File: src/rtl/sdi_pkg.sv
// Shared constants, FSM state type and TRS helper for the SDI transmit framer.
// Latency: none (definitions only).
// Backpressure: not applicable.
package sdi_pkg;

   localparam logic [9:0] TRS_3FF = 10'h3FF;
   localparam logic [9:0] TRS_000 = 10'h000;
   localparam logic [9:0] BLK_Y   = 10'h040;
   localparam logic [9:0] BLK_C   = 10'h200;

   typedef enum logic [1:0] {
      IDLE      = 2'd0,
      RUN       = 2'd1,
      STOP_PEND = 2'd2
   } sdi_state_t;

   // One SDI sample: luma and chroma words travel together.
   typedef struct packed {
      logic [9:0] y;
      logic [9:0] c;
   } sdi_word_t;

   // Fourth TRS word: fixed 1, F, V, H, then four protection bits, then 00.
   function automatic logic [9:0] xyz(input logic f, input logic v, input logic h);
      return {1'b1, f, v, h, v ^ h, f ^ h, f ^ v, f ^ v ^ h, 2'b00};
   endfunction

endpackage

File: src/rtl/sdi_tx_timing.sv
// Raster counters, run/stop FSM and horizontal/vertical region decode.
// Latency: decode outputs are combinational from the registered counters.
// Backpressure: none; the raster free-runs once started and never stalls.
//
// Ports: i_clk_148/i_rst_n clock and async reset; i_en run request;
//        running = FSM not IDLE; v_cnt line index; is_eav/is_sav/is_active
//        horizontal region; vblank = line is in the leading V=1 lines;
//        trs_idx = word index 0..3 inside EAV/SAV; frame_end = last word of frame.
module sdi_tx_timing
   import sdi_pkg::*;
#(
   parameter int H_ACTIVE = 1920,
   parameter int H_BLANK  = 326,
   parameter int V_TOTAL  = 1100,
   parameter int V_BLANK  = 20,
   parameter int LINE_W   = 12,
   parameter int H_W      = 12
) (
   input  logic              i_clk_148,
   input  logic              i_rst_n,
   input  logic              i_en,
   output logic              running,
   output logic [LINE_W-1:0] v_cnt,
   output logic              is_eav,
   output logic              is_sav,
   output logic              is_active,
   output logic              vblank,
   output logic [1:0]        trs_idx,
   output logic              frame_end
);

   localparam int H_TOTAL   = H_BLANK + H_ACTIVE + 8;
   localparam int SAV_START = H_BLANK + 4;
   localparam int ACT_START = H_BLANK + 8;

   sdi_state_t       state, state_nxt;
   logic [H_W-1:0]   h_cnt;
   logic [H_W-1:0]   sav_off;
   logic             h_last, v_last;

   assign running   = (state != IDLE);
   assign h_last    = (h_cnt == H_W'(H_TOTAL - 1));
   assign v_last    = (v_cnt == LINE_W'(V_TOTAL - 1));
   assign frame_end = running & h_last & v_last;

   assign is_eav    = (h_cnt < H_W'(4));
   assign is_sav    = (h_cnt >= H_W'(SAV_START)) && (h_cnt < H_W'(ACT_START));
   assign is_active = (h_cnt >= H_W'(ACT_START));
   assign vblank    = (v_cnt < LINE_W'(V_BLANK));
   assign sav_off   = h_cnt - H_W'(SAV_START);
   assign trs_idx   = is_eav ? h_cnt[1:0] : sav_off[1:0];

   // A stop request only takes effect at the frame end, so a frame is never
   // cut short; at that point i_en alone decides whether the next frame runs.
   always_comb begin
      state_nxt = state;
      case (state)
         IDLE: begin
            if (i_en) state_nxt = RUN;
         end
         RUN: begin
            if (frame_end)  state_nxt = i_en ? RUN : IDLE;
            else if (!i_en) state_nxt = STOP_PEND;
         end
         STOP_PEND: begin
            if (frame_end) state_nxt = i_en ? RUN : IDLE;
            else if (i_en) state_nxt = RUN;
         end
         default: state_nxt = IDLE;
      endcase
   end

   always_ff @(posedge i_clk_148 or negedge i_rst_n) begin
      if (!i_rst_n) begin
         state <= IDLE;
         h_cnt <= '0;
         v_cnt <= '0;
      end else begin
         state <= state_nxt;
         if (!running) begin
            h_cnt <= '0;
            v_cnt <= '0;
         end else if (h_last) begin
            h_cnt <= '0;
            v_cnt <= v_last ? '0 : v_cnt + 1'b1;
         end else begin
            h_cnt <= h_cnt + 1'b1;
         end
      end
   end

endmodule

File: src/rtl/sdi_tx_framer.sv
// SDI 4:2:2 transmit framer: builds EAV/blank/SAV/active raster around upstream pixels.
// Latency: one cycle from counter position (and accepted pixel) to registered output word.
// Backpressure: o_ready paces upstream; a missing pixel is replaced by blank and flagged.
//
// Ports: i_clk_148/i_rst_n clock and async reset; i_en run request;
//        i_valid/i_y_data/i_cbcr_data upstream pixel pair, taken when o_ready;
//        o_y_data/o_cbcr_data SDI words; o_tx_sav/o_tx_eav/o_tx_trs word flags;
//        o_line_cnt line of the output word; o_frame_done/o_underflow pulses.
module sdi_tx_framer
   import sdi_pkg::*;
#(
   parameter int H_ACTIVE = 1920,
   parameter int H_BLANK  = 326,
   parameter int V_TOTAL  = 1100,
   parameter int V_BLANK  = 20,
   parameter int LINE_W   = 12
) (
   input  logic              i_clk_148,
   input  logic              i_rst_n,
   input  logic              i_en,
   input  logic              i_valid,
   input  logic [9:0]        i_y_data,
   input  logic [9:0]        i_cbcr_data,
   output logic              o_ready,
   output logic [9:0]        o_y_data,
   output logic [9:0]        o_cbcr_data,
   output logic              o_tx_sav,
   output logic              o_tx_eav,
   output logic              o_tx_trs,
   output logic [LINE_W-1:0] o_line_cnt,
   output logic              o_frame_done,
   output logic              o_underflow
);

   localparam int H_TOTAL = H_BLANK + H_ACTIVE + 8;
   localparam int H_W     = $clog2(H_TOTAL);

   logic              running;
   logic [LINE_W-1:0] v_cnt;
   logic              is_eav, is_sav, is_active, vblank, frame_end;
   logic [1:0]        trs_idx;

   sdi_word_t         word_nxt;
   logic [9:0]        xyz_w;
   logic              sav_nxt, eav_nxt, uf_nxt;

   sdi_tx_timing #(
      .H_ACTIVE (H_ACTIVE),
      .H_BLANK  (H_BLANK),
      .V_TOTAL  (V_TOTAL),
      .V_BLANK  (V_BLANK),
      .LINE_W   (LINE_W),
      .H_W      (H_W)
   ) u_timing (
      .i_clk_148 (i_clk_148),
      .i_rst_n   (i_rst_n),
      .i_en      (i_en),
      .running   (running),
      .v_cnt     (v_cnt),
      .is_eav    (is_eav),
      .is_sav    (is_sav),
      .is_active (is_active),
      .vblank    (vblank),
      .trs_idx   (trs_idx),
      .frame_end (frame_end)
   );

   // Only registered state feeds o_ready, so upstream never sees a loop through i_valid.
   assign o_ready = running & is_active & ~vblank;

   // Progressive format: F is always 0.
   assign xyz_w = xyz(1'b0, vblank, is_eav);

   always_comb begin
      word_nxt = '{y: BLK_Y, c: BLK_C};
      sav_nxt  = 1'b0;
      eav_nxt  = 1'b0;
      uf_nxt   = 1'b0;
      if (running && (is_eav || is_sav)) begin
         sav_nxt = is_sav;
         eav_nxt = is_eav;
         case (trs_idx)
            2'd0:    word_nxt = '{y: TRS_3FF, c: TRS_3FF};
            2'd3:    word_nxt = '{y: xyz_w,   c: xyz_w};
            default: word_nxt = '{y: TRS_000, c: TRS_000};
         endcase
      end else if (o_ready) begin
         // Raster never waits: a missing pixel becomes a blank sample.
         if (i_valid) word_nxt = '{y: i_y_data, c: i_cbcr_data};
         else         uf_nxt   = 1'b1;
      end
   end

   always_ff @(posedge i_clk_148 or negedge i_rst_n) begin
      if (!i_rst_n) begin
         o_y_data     <= BLK_Y;
         o_cbcr_data  <= BLK_C;
         o_tx_sav     <= 1'b0;
         o_tx_eav     <= 1'b0;
         o_tx_trs     <= 1'b0;
         o_line_cnt   <= '0;
         o_frame_done <= 1'b0;
         o_underflow  <= 1'b0;
      end else begin
         o_y_data     <= word_nxt.y;
         o_cbcr_data  <= word_nxt.c;
         o_tx_sav     <= sav_nxt;
         o_tx_eav     <= eav_nxt;
         o_tx_trs     <= sav_nxt | eav_nxt;
         o_line_cnt   <= v_cnt;
         o_frame_done <= frame_end;
         o_underflow  <= uf_nxt;
      end
   end

endmodule

File: config.mk
export PLATFORM = sky130hd
export DESIGN_NAME = sdi_tx_framer
export DESIGN_NICKNAME = d
export VERILOG_FILES = /design/src/rtl/sdi_pkg.sv /design/src/rtl/sdi_tx_timing.sv /design/src/rtl/sdi_tx_framer.sv
export SDC_FILE = /design/constraint.sdc
export NUM_CORES = 1
export LEC_CHECK = 0
export ABC_AREA = 1
export BUFFER_PORTS_ARGS = -buffer_cell sky130_fd_sc_hd__buf_2
export CORE_MARGIN = 4
export CORE_UTILIZATION = 49
export CTS_CLUSTER_SIZE = 24
export DETAILED_ROUTE_END_ITERATION = 8
export PLACE_DENSITY = 0.84
export SYNTH_ARGS = -nofsm -noshare
export SYNTH_HDL_FRONTEND = slang
export SYNTH_SLANG_ARGS = --single-unit
File: constraint.sdc
create_clock -name i_clk_148 -period 1.7 [get_ports i_clk_148]
set_input_delay 0.085 -clock i_clk_148 [delete_from_list [all_inputs] [get_ports i_clk_148]]
set_output_delay 0.085 -clock i_clk_148 [all_outputs]
set_load 0.03 [all_outputs]
==> metrics.md <==
| Metric | Value |
|---|---|
| Detailed placer's ending HPWL | 4.916 mm |
| R2R Path End | o_y_data[2] |
| Post-synthesis cell type count | 30 |
| Clk_lat worst skew | 0.36 ns |
| H-tree depth | 3 |
| R2R cell count | 12 |
| Grt peak-use layer | met2 |
| FF-to-FF Start | u_timing.h_cnt[7] |
| DR vias/cell | 5.800 |
| Setup ws final | -0.2430 ns |
| Clock skew | 0.01261 ns |
| Top FF cell, synth | dfrtp_1 |
| Area Overhead vs Synth | 49.43% |
| Rows | 27 |
| Layout fillers | 313 |
| Reg2Reg Setup Slack | -0.24 ns |
| Port Buf Inserts | 61 |
| Power per Cell Area | 1151 nW/µm² |
| Clock power share | 26.9% |
| Die area | 7157 µm² |
| Failing checks | setup timing |
| Netlist Area Pre-Place | 2875 µm² |
| Via Count | 3138 |
| Critical path required time | 1.95 ns |
| Placed cell count | 487 |
| Residual DRC | 0 |
| I/O pin total | 62 |
| Initial DRC count | 501 |
| Area leader, netlist | dfrtp_1 |
| CTS tree | yes |
| Core Area | 5608 µm² |
| Max-cap viol count | 0 |
| Final Core Density | 76.62% |
| Fin area | 4297 µm² |
| Cell count after synthesis | 336 |
| RSZ-0062 raised after global routing | true |
| Fin crit share | 114.3% |
| Final Slew Violations | 0 |
| Asr flop ratio synth | 100.0% |
| TritonCTS Buffers | 9 |
| Met1 Track Usage GR | 25.84% |
| CP Max Fanout | 4 |
| Vias in the first global route | 2867 |
| Worst VDD drop | 0.9365 mV |
| CP Capture Type | register |
| Syn_area_per_cell | 8.557 µm² |
| Total congestion overflow | 0 |
| Crit path kind | register to register |
| NumNets Final | 494 |
| Logic gate share of total power | 36.6% |
| Drt pass-1 iters | 8 |
| Ys Warns | 0 |
| Synth Net Count | 366 |
| Finished Layout Cells | 541 |
| Routability cong. | 0.8600 |
| Startpoint Class | register |
| Max Freq | 0.5147 GHz |
| Min-delay worst type | input port to register |
| Routed WL | 10.58 mm |
| Tot GR Track Use | 24.21% |
| Top-area cell type share of the netlist area | 53.09% |
| Slew Limit Headroom | 58.62% |
| Die Y | 84.60 µm |
| Worst-margin pin slew | 0.6207 ns |
| Clock buffer depth | 2 |
| Met3 usage | 6.084% |
| Global-route wire length before repair | 13.41 mm |
| Share of layout cells above drive strength 1 | 40.09% |
| Hold Path Sink | o_y_data[6] |
| Pint | 3016 µW |
| Pre-CTS setup slack | -0.08464 ns |
| WL per Instance | 19.55 µm |
| # clock sinks | 63 |
| Register area share after synthesis | 54.92% |
| Initial antenna violation count | 0 |
| Largest net degree at the start of global routing | 42 |
| Remaining antenna violation count after routing | 0 |
| Met2 Use GR | 42.78% |
| N_diodes | 0 |
| Hold_sp | i_y_data[6] |
| Root buf cell | clkbuf_8 |
| Most common cell in the netlist | nand2_1 |
| Crit path DAT | 2.19 ns |
| Number of synthesized register bits | 63 |
| Final Setup Violations | 20 |
| Initial Util | 51.27% |
| P_sw | 1931 µW |
| Sequential fraction of design power | 36.5% |
| Number of synthesized flops with an enable pin | 0 |
| Hold Path Stages | 5 |
| Area contributors post-synth | dfrtp_1 (53%), nand2_1 (13%), nor2_1 (5.4%) |
| Top cells by count, synth | nand2_1 (103), dfrtp_1 (61), nor2_1 (41) |
| Post-DP Area | 3451 µm² |
| Worst-path clk slew | 0.08 ns |
| Status | complete, but fails checks |
| Leak | 0.002258 µW |
| Die W | 84.60 µm |
| Final hold violation count | 0 |
| Final worst path period need | 1.943 ns |
| Sw frac | 39.03% |
[metrics by stage]
| stage | power [µW] | setup TNS, ns | hold WS (ns) |
|---|---|---|---|
| after floorplan | 2603 | 0 | -0.2106 |
| after detailed placement | 3051 | -0.8040 | 0.1034 |
| after CTS | 4422 | -0.1632 | 0.02612 |
| after global routing | 5136 | -4.041 | 0.05310 |
| final | 4946 | -2.578 | 0.04147 |
| after global placement | 3015 | -0.004817 | 0.09327 |
[worst max path at each step]
stage,start,endpoint,slack [ns]
CTS,u_timing.h_cnt[5],o_y_data[5],-0.05
global placement,u_timing.h_cnt[10],o_y_data[6],-0.005
detailed placement,u_timing.h_cnt[6],o_cbcr_data[6],-0.08
floorplan,u_timing.h_cnt[7],o_cbcr_data[2],0.006
global route,u_timing.h_cnt[7],o_y_data[5],-0.26
finish,u_timing.h_cnt[7],o_y_data[2],-0.24
[area by class of cell]
type	count	area [µm²]	share of cell area [%]
tap	72	90.09	2.097
clock inverter	7	71.32	1.660
sequential	63	1583	36.84
clock buffer	9	123.9	2.883
multi-input combinational	234	1416	32.96
timing repair buffer	118	854.6	19.89
inverter	38	157.7	3.669
[worst max-delay path, cell delays in order (launching register included)]
cell	delay [ns]
dfrtp_1	0.39
nor2_2	0.17
nand3_2	0.13
nor2_4	0.16
xor2_2	0.24
inv_2	0.09
ha_4	0.19
nand3_4	0.08
nand2_4	0.07
nand2_2	0.08
nand2_2	0.07
nand3_4	0.09
nand2_2	0.07
[registers in the layout (all words and copies together) (netlist names), 2 cells and up]
signal / count
u_timing.h_cnt: 12
u_timing.v_cnt: 12
o_y_data: 10
u_timing.state: 2
o_cbcr_data: 10
o_line_cnt: 12
[cell usage in the layout (no fill, tap or decap), types with 2 or more instances in the layout]
cell,count
xor2_1,4
nand3_1,11
dlygate4sd3_1,21
clkbuf_8,9
ha_1,4
ha_4,2
xnor2_1,2
inv_1,25
a21oi_1,9
nand2_4,5
nand3_2,3
nand2_1,89
inv_4,2
o21ai_1,3
nand4_1,7
clkinvlp_4,3
nand3_4,6
dfrtp_2,3
buf_2,60
nor3_2,2
dfrtp_1,58
nor2_2,11
nor3_1,6
o22ai_1,5
nor2_1,30
o21ai_0,5
nor2_4,7
dfstp_2,2
inv_2,9
inv_6,3
clkinv_2,2
buf_4,30
buf_6,3
nand2_2,13
buf_12,3
[power by group through the flow]
stage / logic, µW / registers (µW) / clock network [µW]
final: 1810 / 1810 / 1330
after global routing: 1880 / 1820 / 1430
after CTS: 1320 / 1800 / 1300
after detailed placement: 1230 / 1820 / 0
after global placement: 1190 / 1820 / 0
after floorplan: 345 / 2260 / 0
[repair_timing]
item	CTS	global route
pin swaps	6	18
gates resized for setup	16	60
gates cloned	0	4
buffers inserted	5	8
setup endpoints to repair	15	38
endpoints found under the hold margin	40	0
hold buffers	21	0
[layer usage]
| metal | wire, µm | vias up |
|---|---|---|
| li1 | - | 1327 |
| met4 | 676 | 0 |
| met5 | 0 | - |
| met3 | 1003 | 78 |
| met1 | 3656 | 1446 |
| met2 | 5238 | 287 |
[kinds of logic after synthesis]
logic type | share of synthesized area, %
and+or+nand+nor | 29.16
DFF | 54.92
buffers and inverters | 6.005
AOI/OAI and AO/OA | 5.179
xor gates and xnor gates | 2.132
adders and majority gates | 2.611
No activity file was read; power rests on OpenSTA's default activity.
